`config.mk`:
```
export PLATFORM = sky130hd
export DESIGN_NAME = boot_rom_arbiter
export DESIGN_NICKNAME = d
export VERILOG_FILES = /design/src/rtl/boot_rom_arbiter.sv
export SDC_FILE = /design/constraint.sdc
export NUM_CORES = 1
export LEC_CHECK = 0
export CAP_MARGIN = 30
export CORE_AREA = 2 2 47 82
export DETAILED_ROUTE_END_ITERATION = 10
export DIE_AREA = 0 0 49 84
export GPL_TIMING_DRIVEN = 0
export PLACE_DENSITY_LB_ADDON = 0.08
export SLEW_MARGIN = 5
export SYNTH_ARGS = -nofsm -noshare
export SYNTH_HDL_FRONTEND = slang
export SYNTH_SLANG_ARGS = --single-unit
```
`constraint.sdc`:
```
create_clock -name CLK -period 2.8 [get_ports CLK]
set_clock_uncertainty 0.1 [all_clocks]
set_input_delay 0.56 -clock CLK [delete_from_list [all_inputs] [get_ports CLK]]
set_output_delay 0.56 -clock CLK [all_outputs]
set_load 0.01 [all_outputs]
```
`src/rtl/boot_rom_arbiter.sv`:
```
// boot_rom_arbiter
//   Shares a single-port, 1-cycle-latency boot ROM between the instruction
//   fetch port (port 0) and the data-load port (port 1). At most one request
//   is granted per cycle. The response comes back one cycle later, tagged to
//   the port that owns it. A sticky lockout unmaps the ROM once boot
//   software is finished.
//
//   Optional build macro:
//     ROMARB_FIXED_PRI_EN - port 1 always wins contention (fixed priority).
//                           When the macro is undefined the arbiter is
//                           round-robin.
module boot_rom_arbiter #(
  parameter int BITS         = 32,
  parameter int ADDRESS_BITS = 10
) (
  input  logic                    CLK,
  input  logic                    RSTb,
  input  logic                    p0_req,
  input  logic [ADDRESS_BITS-1:0] p0_addr,
  output logic                    p0_gnt,
  output logic                    p0_rvalid,
  input  logic                    p1_req,
  input  logic [ADDRESS_BITS-1:0] p1_addr,
  output logic                    p1_gnt,
  output logic                    p1_rvalid,
  output logic [BITS-1:0]         rdata,
  output logic                    rerr,
  input  logic                    lock,
  output logic                    locked,
  output logic [ADDRESS_BITS-1:0] rom_addr,
  input  logic [BITS-1:0]         rom_data
);

  // The port that most recently won. A value of 1 lets port 0 win the
  // first contention after reset.
  logic                    last_grant_q, last_grant_d;
  // The ROM address that was last driven. It is held between grants so the
  // ROM address bus does not toggle when nothing is granted.
  logic [ADDRESS_BITS-1:0] rom_addr_q;
  // One-hot owner of the response that is due in the next cycle.
  // The value 0 means no response is pending.
  logic [1:0]              owner_q, owner_d;
  // Set when the pending response was granted while the ROM was locked.
  logic                    err_q, err_d;
  logic                    locked_q, locked_d;
  logic [1:0]              req_w;
  logic [1:0]              gnt_w;

  assign req_w = {p1_req, p0_req};

  // Combinational grant from the requests and the previous winner.
  // Grants are suppressed while reset is asserted, so every output holds
  // its reset value during reset.
  always_comb begin
    gnt_w = 2'b00;
    if (RSTb) begin
      unique case (req_w)
        2'b01:   gnt_w = 2'b01;
        2'b10:   gnt_w = 2'b10;
`ifdef ROMARB_FIXED_PRI_EN
        2'b11:   gnt_w = 2'b10;
`else
        2'b11:   gnt_w = last_grant_q ? 2'b01 : 2'b10;
`endif
        default: gnt_w = 2'b00;
      endcase
    end
  end

  // ROM address steering and next-state logic for the response tracking
  // and the lockout.
  always_comb begin
    rom_addr     = rom_addr_q;
    last_grant_d = last_grant_q;
    owner_d      = gnt_w;
    err_d        = locked_q & (|gnt_w);
    locked_d     = locked_q | lock;
    if (gnt_w[0]) begin
      rom_addr     = locked_q ? '0 : p0_addr;
      last_grant_d = 1'b0;
    end else if (gnt_w[1]) begin
      rom_addr     = locked_q ? '0 : p1_addr;
      last_grant_d = 1'b1;
    end
  end

  // State registers. Reset also drops any response that is in flight.
  always_ff @(posedge CLK or negedge RSTb) begin
    if (!RSTb) begin
      last_grant_q <= 1'b1;
      rom_addr_q   <= '0;
      owner_q      <= 2'b00;
      err_q        <= 1'b0;
      locked_q     <= 1'b0;
    end else begin
      last_grant_q <= last_grant_d;
      owner_q      <= owner_d;
      err_q        <= err_d;
      locked_q     <= locked_d;
      if (|gnt_w) begin
        rom_addr_q <= rom_addr;
      end
    end
  end

  assign p0_gnt    = gnt_w[0];
  assign p1_gnt    = gnt_w[1];
  assign p0_rvalid = owner_q[0];
  assign p1_rvalid = owner_q[1];
  assign rerr      = (|owner_q) & err_q;
  // ROM data passes straight through only for a response that is valid and
  // was not blocked by the lockout. In every other case rdata is 0.
  assign rdata     = ((|owner_q) && !err_q) ? rom_data : '0;
  assign locked    = locked_q;

endmodule

```
==> results of run 1 <==
-- cells in the final DEF, fill, tap and decap left out --
| cell type | netlist | routed |
|---|---|---|
| sky130_fd_sc_hd__clkdlybuf4s50_1 | 0 | 101 |
| sky130_fd_sc_hd__dfrtp_1 | 14 | 14 |
| sky130_fd_sc_hd__clkbuf_1 | 3 | 4 |
| sky130_fd_sc_hd__nor2_1 | 3 | 3 |
| sky130_fd_sc_hd__a21oi_1 | 3 | 3 |
| sky130_fd_sc_hd__a211oi_2 | 2 | 2 |
| sky130_fd_sc_hd__a31oi_1 | 1 | 1 |
| sky130_fd_sc_hd__nor2b_1 | 1 | 1 |
| sky130_fd_sc_hd__dfstp_2 | 1 | 1 |
| sky130_fd_sc_hd__buf_6 | 5 | 6 |
| sky130_fd_sc_hd__clkbuf_8 | 0 | 3 |
| sky130_fd_sc_hd__inv_1 | 1 | 1 |
| sky130_fd_sc_hd__and2_1 | 33 | 33 |
| sky130_fd_sc_hd__and2_4 | 9 | 9 |
| sky130_fd_sc_hd__o21ai_2 | 1 | 1 |
| sky130_fd_sc_hd__inv_2 | 1 | 1 |
| sky130_fd_sc_hd__nand2_1 | 2 | 2 |
| sky130_fd_sc_hd__buf_4 | 0 | 2 |
| sky130_fd_sc_hd__a221o_2 | 1 | 1 |
| sky130_fd_sc_hd__clkbuf_2 | 0 | 2 |
| sky130_fd_sc_hd__or2_2 | 1 | 1 |
| sky130_fd_sc_hd__a221o_1 | 19 | 19 |
-- through the flow --
| stage | util (%) | instances | hold slack (ns) | instance area [um2] | setup TNS, ns |
|---|---|---|---|---|---|
| after floorplan | - | 101 | 0.164 | 1020 | 0 |
| final | 61.8 | 257 | 0.0391 | 2170 | 0 |
| after global placement | 60.3 | 251 | 0.443 | 2120 | -8.74 |
| after CTS | 62.0 | 257 | 0.0830 | 2180 | 0 |
| after detailed placement | 60.3 | 251 | 0.451 | 2120 | -9.26 |
| after global routing | 61.8 | 257 | 0.0363 | 2170 | 0 |
-- cells by family after synthesis --
logic type      synth area share [%]
simple gates                    30.9
compound gates                  25.0
flops                           36.8
buf+inv                         7.32
-- critical path, cell delays in order --
cell	delay (ns)
sky130_fd_sc_hd__buf_6	0.18
sky130_fd_sc_hd__nand2_1	0.11
sky130_fd_sc_hd__a211oi_2	0.27
sky130_fd_sc_hd__buf_6	0.19
sky130_fd_sc_hd__a221o_1	0.17
sky130_fd_sc_hd__clkdlybuf4s50_1	0.53
-- power by group through the flow --
stage	Sequential, W	Clock (W)	Combinational (W)
floorplan	0.000235	0	0.0000567
global placement	0.000234	0	0.000209
detailed placement	0.000234	0	0.000214
CTS	0.000231	0.000178	0.000213
global route	0.000231	0.000191	0.000227
finish	0.000230	0.000172	0.000210
-- final timing paths --
kind / start / endpoint / slack (ns) / depth (start not counted)
worst max-delay path: RSTb / rom_addr[0] / 0.13 / 6
worst min-delay path: RSTb / rom_addr_q[6] / 0.04 / 1
worst max register to register: last_grant_q / rom_addr_q[9] / 1.27 / 4
worst min register to register: last_grant_q / last_grant_q / 0.45 / 2
max in group asynchronous: RSTb / last_grant_q / 2.33 / 1
min in group CLK: last_grant_q / last_grant_q / 0.45 / 2
-- final cells by class --
cell class | instances | area, um2
Buffer | 8 | 67.6
Clock buffer | 4 | 45.0
Fill cell | 327 | 1350
Inverter | 2 | 7.51
Multi-Input combinational cell | 76 | 573
Sequential cell | 15 | 377
Tap cell | 46 | 57.6
Timing Repair Buffer | 106 | 1050
-- metal layers --
layer | wire (um) | GRT usage, % | part of all wire, % | up-vias
met1 | 1160 | 16.6 | 33 | 572
met4 | 87 | 7.27 | 2.4 | 0
met5 | 0 | 0 | 0 | -
met2 | 1970 | 34.1 | 55 | 90
li1 | - | - | - | 583
met3 | 352 | 4.48 | 9.9 | 10
-- sequential cells by signal, summed over array words and instances, names as in the netlist --
name          flops
last_grant_q      1
owner_q           2
err_q             1
locked            1
rom_addr_q       10
-- what timing repair did --
| item | 4_1_cts | 5_1_grt |
|---|---|---|
| pin swaps | 2 | 0 |
| setup endpoints to repair | 12 | 10 |
| resized for setup | 10 | 3 |
| buffers inserted | 2 | 0 |
| hold buffers | 0 | 0 |
==> run summary, run 1 <==
### Outcome
* run status: complete, no violations

### Worst setup path
* worst setup path category: primary input to output port
* Worst EP arrival: 2.01 ns
* crit path max fanout: 20
* critical path capture point type: output port
* worst endpoint required time: 2.14 ns
* CP startpoint kind: primary input

### Synth
* post-synth cell types: 18
* share of synthesized flip-flops with an asynchronous set or reset: 100%
* library cell with the largest summed area after synthesis: sky130_fd_sc_hd__dfrtp_1
* number of instances in the synthesized netlist: 101
* Mapped Nets: 158
* number of enable-type register cells in the synthesized netlist: 0
* flop and latch count out of synthesis: 15
* share of the synthesized area in the top cell type: 34.2%
* share of synthesized area occupied by flip-flops and latches: 36.8%
* Synth Warn #: 0
* most area-consuming cells after synthesis: sky130_fd_sc_hd__dfrtp_1 (34%), sky130_fd_sc_hd__and2_1 (20%), sky130_fd_sc_hd__a221o_1 (19%)
* Most used DFF post-synth: sky130_fd_sc_hd__dfrtp_1
* commonest cells in the synthesized netlist: sky130_fd_sc_hd__and2_1 (33), sky130_fd_sc_hd__a221o_1 (19), sky130_fd_sc_hd__dfrtp_1 (14)
* average cell area after synthesis: 10.1 um2
* cell with the most instances after synthesis: sky130_fd_sc_hd__and2_1
* Synth Cell Area: 1020 um2

### Clocking
* clock latency reported for the late side of the worst-skew pair: 0.24 ns
* clock sinks: 15
* root buffer cell: sky130_fd_sc_hd__clkbuf_8
* cts bufs inserted: 3
* clock slew at reported path FFs: 0.06 ns
* Max H-tree Level: 1
* CTS tree: built
* clock tree buffer depth: 2

### Timing
* transition time of the tightest slew-check pin: 0.259 ns
* number of max-slew violations in the final report: 0
* final setup violation count: 0
* relative slew slack: 82.7%
* crit path time final: 2.67 ns
* top achievable clock speed: 375 MHz
* final hold violation count: 0
* fin crit share: 95.3%
* unrepaired setup endpoints after global routing: no
* slack of the critical path: 0.131 ns

### Floorplan
* starting utilization of the core area: 29.1%
* floorplan die height: 84 um
* x dimension of the die: 49 um
* floorplan die area: 4120 um2
* # IOs: 105
* core box area: 3520 um2
* standard-cell rows: 29

### Place
* count of port buffers added during placement: 104
* DP Wirelength: 3050 um
* Final GP Congestion: 0.801
* worst setup slack before clock tree synthesis: -0.851 ns

### Final layout
* fraction of final layout cells sized beyond drive strength 1: 13.7%
* Nets: 269
* area added between synthesis and finish: 112%
* diodes inserted: 0

### Routing
* detailed-route DRC error count: 0
* Total Routed Length: 3570 um
* routed via count divided by cell count: 4.88
* number of antenna-violating nets in the routed design: 0
* Avg WL per Cell: 13.9 um
* total via count in the routed design: 1255
* number of optimization iterations in the first detailed-route pass: 4
* 1st-iter DRT viols: 31

### Pwr
* power dissipated by switching net loads: 0.000150 W
* internal cell power: 0.000463 W
* net switching share of the total power: 24.4%
* reported leakage power: 0.900 nW
* combinational power share: 34.3%
* Clk pwr share: 28.1%
* total power divided by cell area: 282 nW/um2
* Reg power frac: 37.6%
* worst voltage drop across the vdd grid: 0.261 mV
* Final Power: 0.000613 W

### Min path
* Hold Path Class: primary input to async pin

### Global routing
* first-pass GRT wire length: 5770 um
* overall overflow remaining after global route: 0
* number of antenna violations at the first check in global routing: 0
* via count of the first global-routing pass: 1238
* maximum number of pins on one net before global-route repair: 21
* global-route total usage across every layer: 17.5%

### Job
* max-cap check violation count: 0

Power figures use the tool's default switching activity.
==> run 2: changes to the inputs <==
--- a/config.mk
+++ b/config.mk
@@ -5,7 +5,6 @@
 export SDC_FILE = /design/constraint.sdc
 export NUM_CORES = 1
 export LEC_CHECK = 0
-export CAP_MARGIN = 30
 export CORE_AREA = 2 2 47 82
 export DETAILED_ROUTE_END_ITERATION = 10
 export DIE_AREA = 0 0 49 84
==> constraint.sdc (replaced) <==
create_clock -name CLK -period 2.8 [get_ports CLK]
set_clock_uncertainty 0.1 [all_clocks]
set_input_delay 0.28 -clock CLK [delete_from_list [all_inputs] [get_ports CLK]]
set_output_delay 0.28 -clock CLK [all_outputs]
set_load 0.01 [all_outputs]
==> run 2 against run 1 <==
Clock power about the same. Flip-flop and latch count unchanged. Hold slack improved by 0.41 ns. Clock-buffer cell count unchanged.
==> run summary, run 2 (synthesis gave the netlist of run 1 again) <==
### Outcome
* run status: complete, no violations

### Place
* Placed Cells: 251, unchanged
* count of port buffers added during placement: 104, unchanged
* DP Wirelength: 3050 um, unchanged
* area post-placement: 2120 um2, unchanged
* Final GP Congestion: 0.801, unchanged

### Final layout
* area added between synthesis and finish: 113%
* flip-flop count of the largest register after layout: 10, unchanged
* most frequent standard cell in the layout excluding fill and tap cells: sky130_fd_sc_hd__clkdlybuf4s50_1
* core utilization of the finished layout: 62.0%, +0.25 points
* final non-filler cell total: 257, unchanged
* fraction of final layout cells sized beyond drive strength 1: 11.8%, -1.9 points
* number of filler instances in the final layout: 323, -1.2%
* Regs by FF count: rom_addr_q x10, owner_q x2
* Nets: 269, unchanged
* most used cells in the layout excluding fill and tap cells: sky130_fd_sc_hd__clkdlybuf4s50_1 (103), sky130_fd_sc_hd__and2_1 (33), sky130_fd_sc_hd__a221o_1 (19)
* diodes inserted: 0, unchanged
* register with the most flip-flops: rom_addr_q
* area of all placed cells without fillers: 2180 um2, +0.40%

### Routing
* total via count in the routed design: 1240, -1.2%
* routed via count divided by cell count: 4.82, -1.2%
* Avg WL per Cell: 14.0 um, +0.78%
* 1st-iter DRT viols: 28, -9.7%
* detailed-route DRC error count: 0, unchanged
* number of optimization iterations in the first detailed-route pass: 4, unchanged
* number of antenna-violating nets in the routed design: 0, unchanged
* Total Routed Length: 3600 um, +0.78%

### Worst setup path
* CP startpoint kind: primary input
* count of buffer and inverter cells on the critical path: 4, +1
* Critical Path Stages: 7, +1
* Worst EP arrival: 2.23 ns, +0.22 ns
* r2r setup slk: 1.36 ns, +0.09 ns
* family with the most delay on the worst path: buffers and inverters
* capture instance of the worst register-to-register path: rom_addr_q[2]
* capturing element of the worst setup path: rom_addr[0]
* max incr delay on CP: 0.53 ns, about the same
* worst endpoint required time: 2.42 ns, +0.28 ns
* Crit-path slowest cell: sky130_fd_sc_hd__clkdlybuf4s50_1
* launch point of the worst reg-to-reg path: last_grant_q
* critical path capture point type: output port
* beginning of the critical path: RSTb
* crit path max fanout: 10, -50%
* cells along the critical path: dlygate4sd3_1, clkbuf_2, nand2_1, a211oi_2, buf_6, a221o_1, clkdlybuf4s50_1
* FF-to-FF path depth: 4, unchanged
* worst setup path category: primary input to output port

### Global routing
* global-route total usage across every layer: 17.5%, unchanged
* global-route met1 utilization: 16.7%, +0.11 points
* M2 GR Usage: 34.0%, -0.12 points
* overall overflow remaining after global route: 0, unchanged
* first-pass GRT wire length: 5760 um, -0.12%
* met3 usage in global routing: 4.48%, unchanged
* maximum number of pins on one net before global-route repair: 21, unchanged
* global-route layer with the greatest usage: met2
* number of antenna violations at the first check in global routing: 0, unchanged
* via count of the first global-routing pass: 1233, -0.40%

### Timing
* top achievable clock speed: 383 MHz, +2.3%
* relative slew slack: 55.6%, -27 points
* final setup violation count: 0, unchanged
* final hold violation count: 0, unchanged
* worst hold slack after final layout: 0.449 ns, +0.410 ns
* transition time of the tightest slew-check pin: 0.664 ns, +0.405 ns
* crit path time final: 2.61 ns, -0.0605 ns
* setup TNS after final layout: 0 ns, unchanged
* fin crit share: 93.2%, -2.2 points
* number of max-slew violations in the final report: 0, unchanged
* unrepaired setup endpoints after global routing: no

### Clocking
* CTS tree: built
* clock slew at reported path FFs: 0.06 ns, about the same
* clock latency reported for the late side of the worst-skew pair: 0.24 ns, about the same
* cts bufs inserted: 3, unchanged
* root buffer cell: sky130_fd_sc_hd__clkbuf_8
* clock sinks: 15, unchanged
* Max H-tree Level: 1, unchanged
* clock tree buffer depth: 2, unchanged

### Pwr
* net switching share of the total power: 24.2%, -0.16 points
* Clk pwr share: 27.7%, -0.4 points
* Reg power frac: 37.5%, about the same
* power dissipated by switching net loads: 0.000149 W, -0.41%
* combinational power share: 34.8%, +0.5 points
* reported leakage power: 0.895 nW, -0.60%
* total power divided by cell area: 281 nW/um2, -0.14%
* worst voltage drop across the vdd grid: 0.256 mV, -1.8%
* internal cell power: 0.000465 W, +0.47%

### Floorplan
* x dimension of the die: 49 um, unchanged
* floorplan die area: 4120 um2, unchanged
* core box area: 3520 um2, unchanged
* # IOs: 105, unchanged
* starting utilization of the core area: 29.1%, unchanged
* standard-cell rows: 29, unchanged
* floorplan die height: 84 um, unchanged

### Job
* max-cap check violation count: 0, unchanged

### Min path
* number of stages on the worst hold path: 2
* Hold Path Class: register to register

run 2: cell types whose count changed in the layout (fill, tap and decap cells not counted):
cell / change
sky130_fd_sc_hd__clkbuf_2: -1
sky130_fd_sc_hd__buf_6: -1
sky130_fd_sc_hd__buf_4: -2
sky130_fd_sc_hd__dlygate4sd3_1: +2
sky130_fd_sc_hd__clkdlybuf4s50_1: +2
run 2: area by class of cell:
type,instances,area [um2],area share (%)
timing repair buffer,106,1060,48.4
multi-input combinational,76,573,26.2
sequential,15,377,17.2
buffer,8,67.6,3.09
tap,46,57.6,2.64
clock buffer,4,45.0,2.06
inverter,2,7.51,0.344
run 2: how the worst min path moves through the flow:
stage                             from             to  slack (ns)
final                     last_grant_q   last_grant_q        0.45
after global routing      last_grant_q   last_grant_q        0.47
after CTS                         RSTb  rom_addr_q[6]        0.13
after detailed placement  last_grant_q   last_grant_q        0.45
after global placement    last_grant_q   last_grant_q        0.44
after floorplan                   RSTb          err_q       -0.12
run 2: power by group through the flow:
| stage | combinational, W | sequential, W | clock (W) |
|---|---|---|---|
| 2_1_floorplan | 0.0000567 | 0.000235 | 0 |
| 3_3_place_gp | 0.000209 | 0.000234 | 0 |
| 3_5_place_dp | 0.000214 | 0.000234 | 0 |
| 4_1_cts | 0.000214 | 0.000231 | 0.000178 |
| 5_1_grt | 0.000230 | 0.000231 | 0.000191 |
| 6_report | 0.000214 | 0.000231 | 0.000170 |
run 2: worst min-delay path, cell delays in order (launching register included):
cell and delay [ns]:
sky130_fd_sc_hd__dfstp_2 0.39, sky130_fd_sc_hd__a21oi_1 0.11, sky130_fd_sc_hd__a31oi_1 0.05
run 2: through the flow:
stage	setup slack [ns]	power, W
floorplan	1.21	0.000291
global placement	-0.236	0.000443
detailed placement	-0.291	0.000449
CTS	0.0132	0.000622
global route	0.111	0.000653
finish	0.191	0.000614
run 2: repair_timing:
item | in CTS | in global routing
gates resized for setup | 2 | 1
setup buffers | 0 | 0
endpoints found under the hold margin | 0 | 14
setup endpoints to repair | 10 | 10
hold buffers | 0 | 2
run 2: metal layers:
metal  part of all wire (%)  vias to the layer above
met3                     10                        6
met1                     32                      561
met2                     56                       89
met4                    1.9                        0
met5                      0                        -
li1                       -                      584
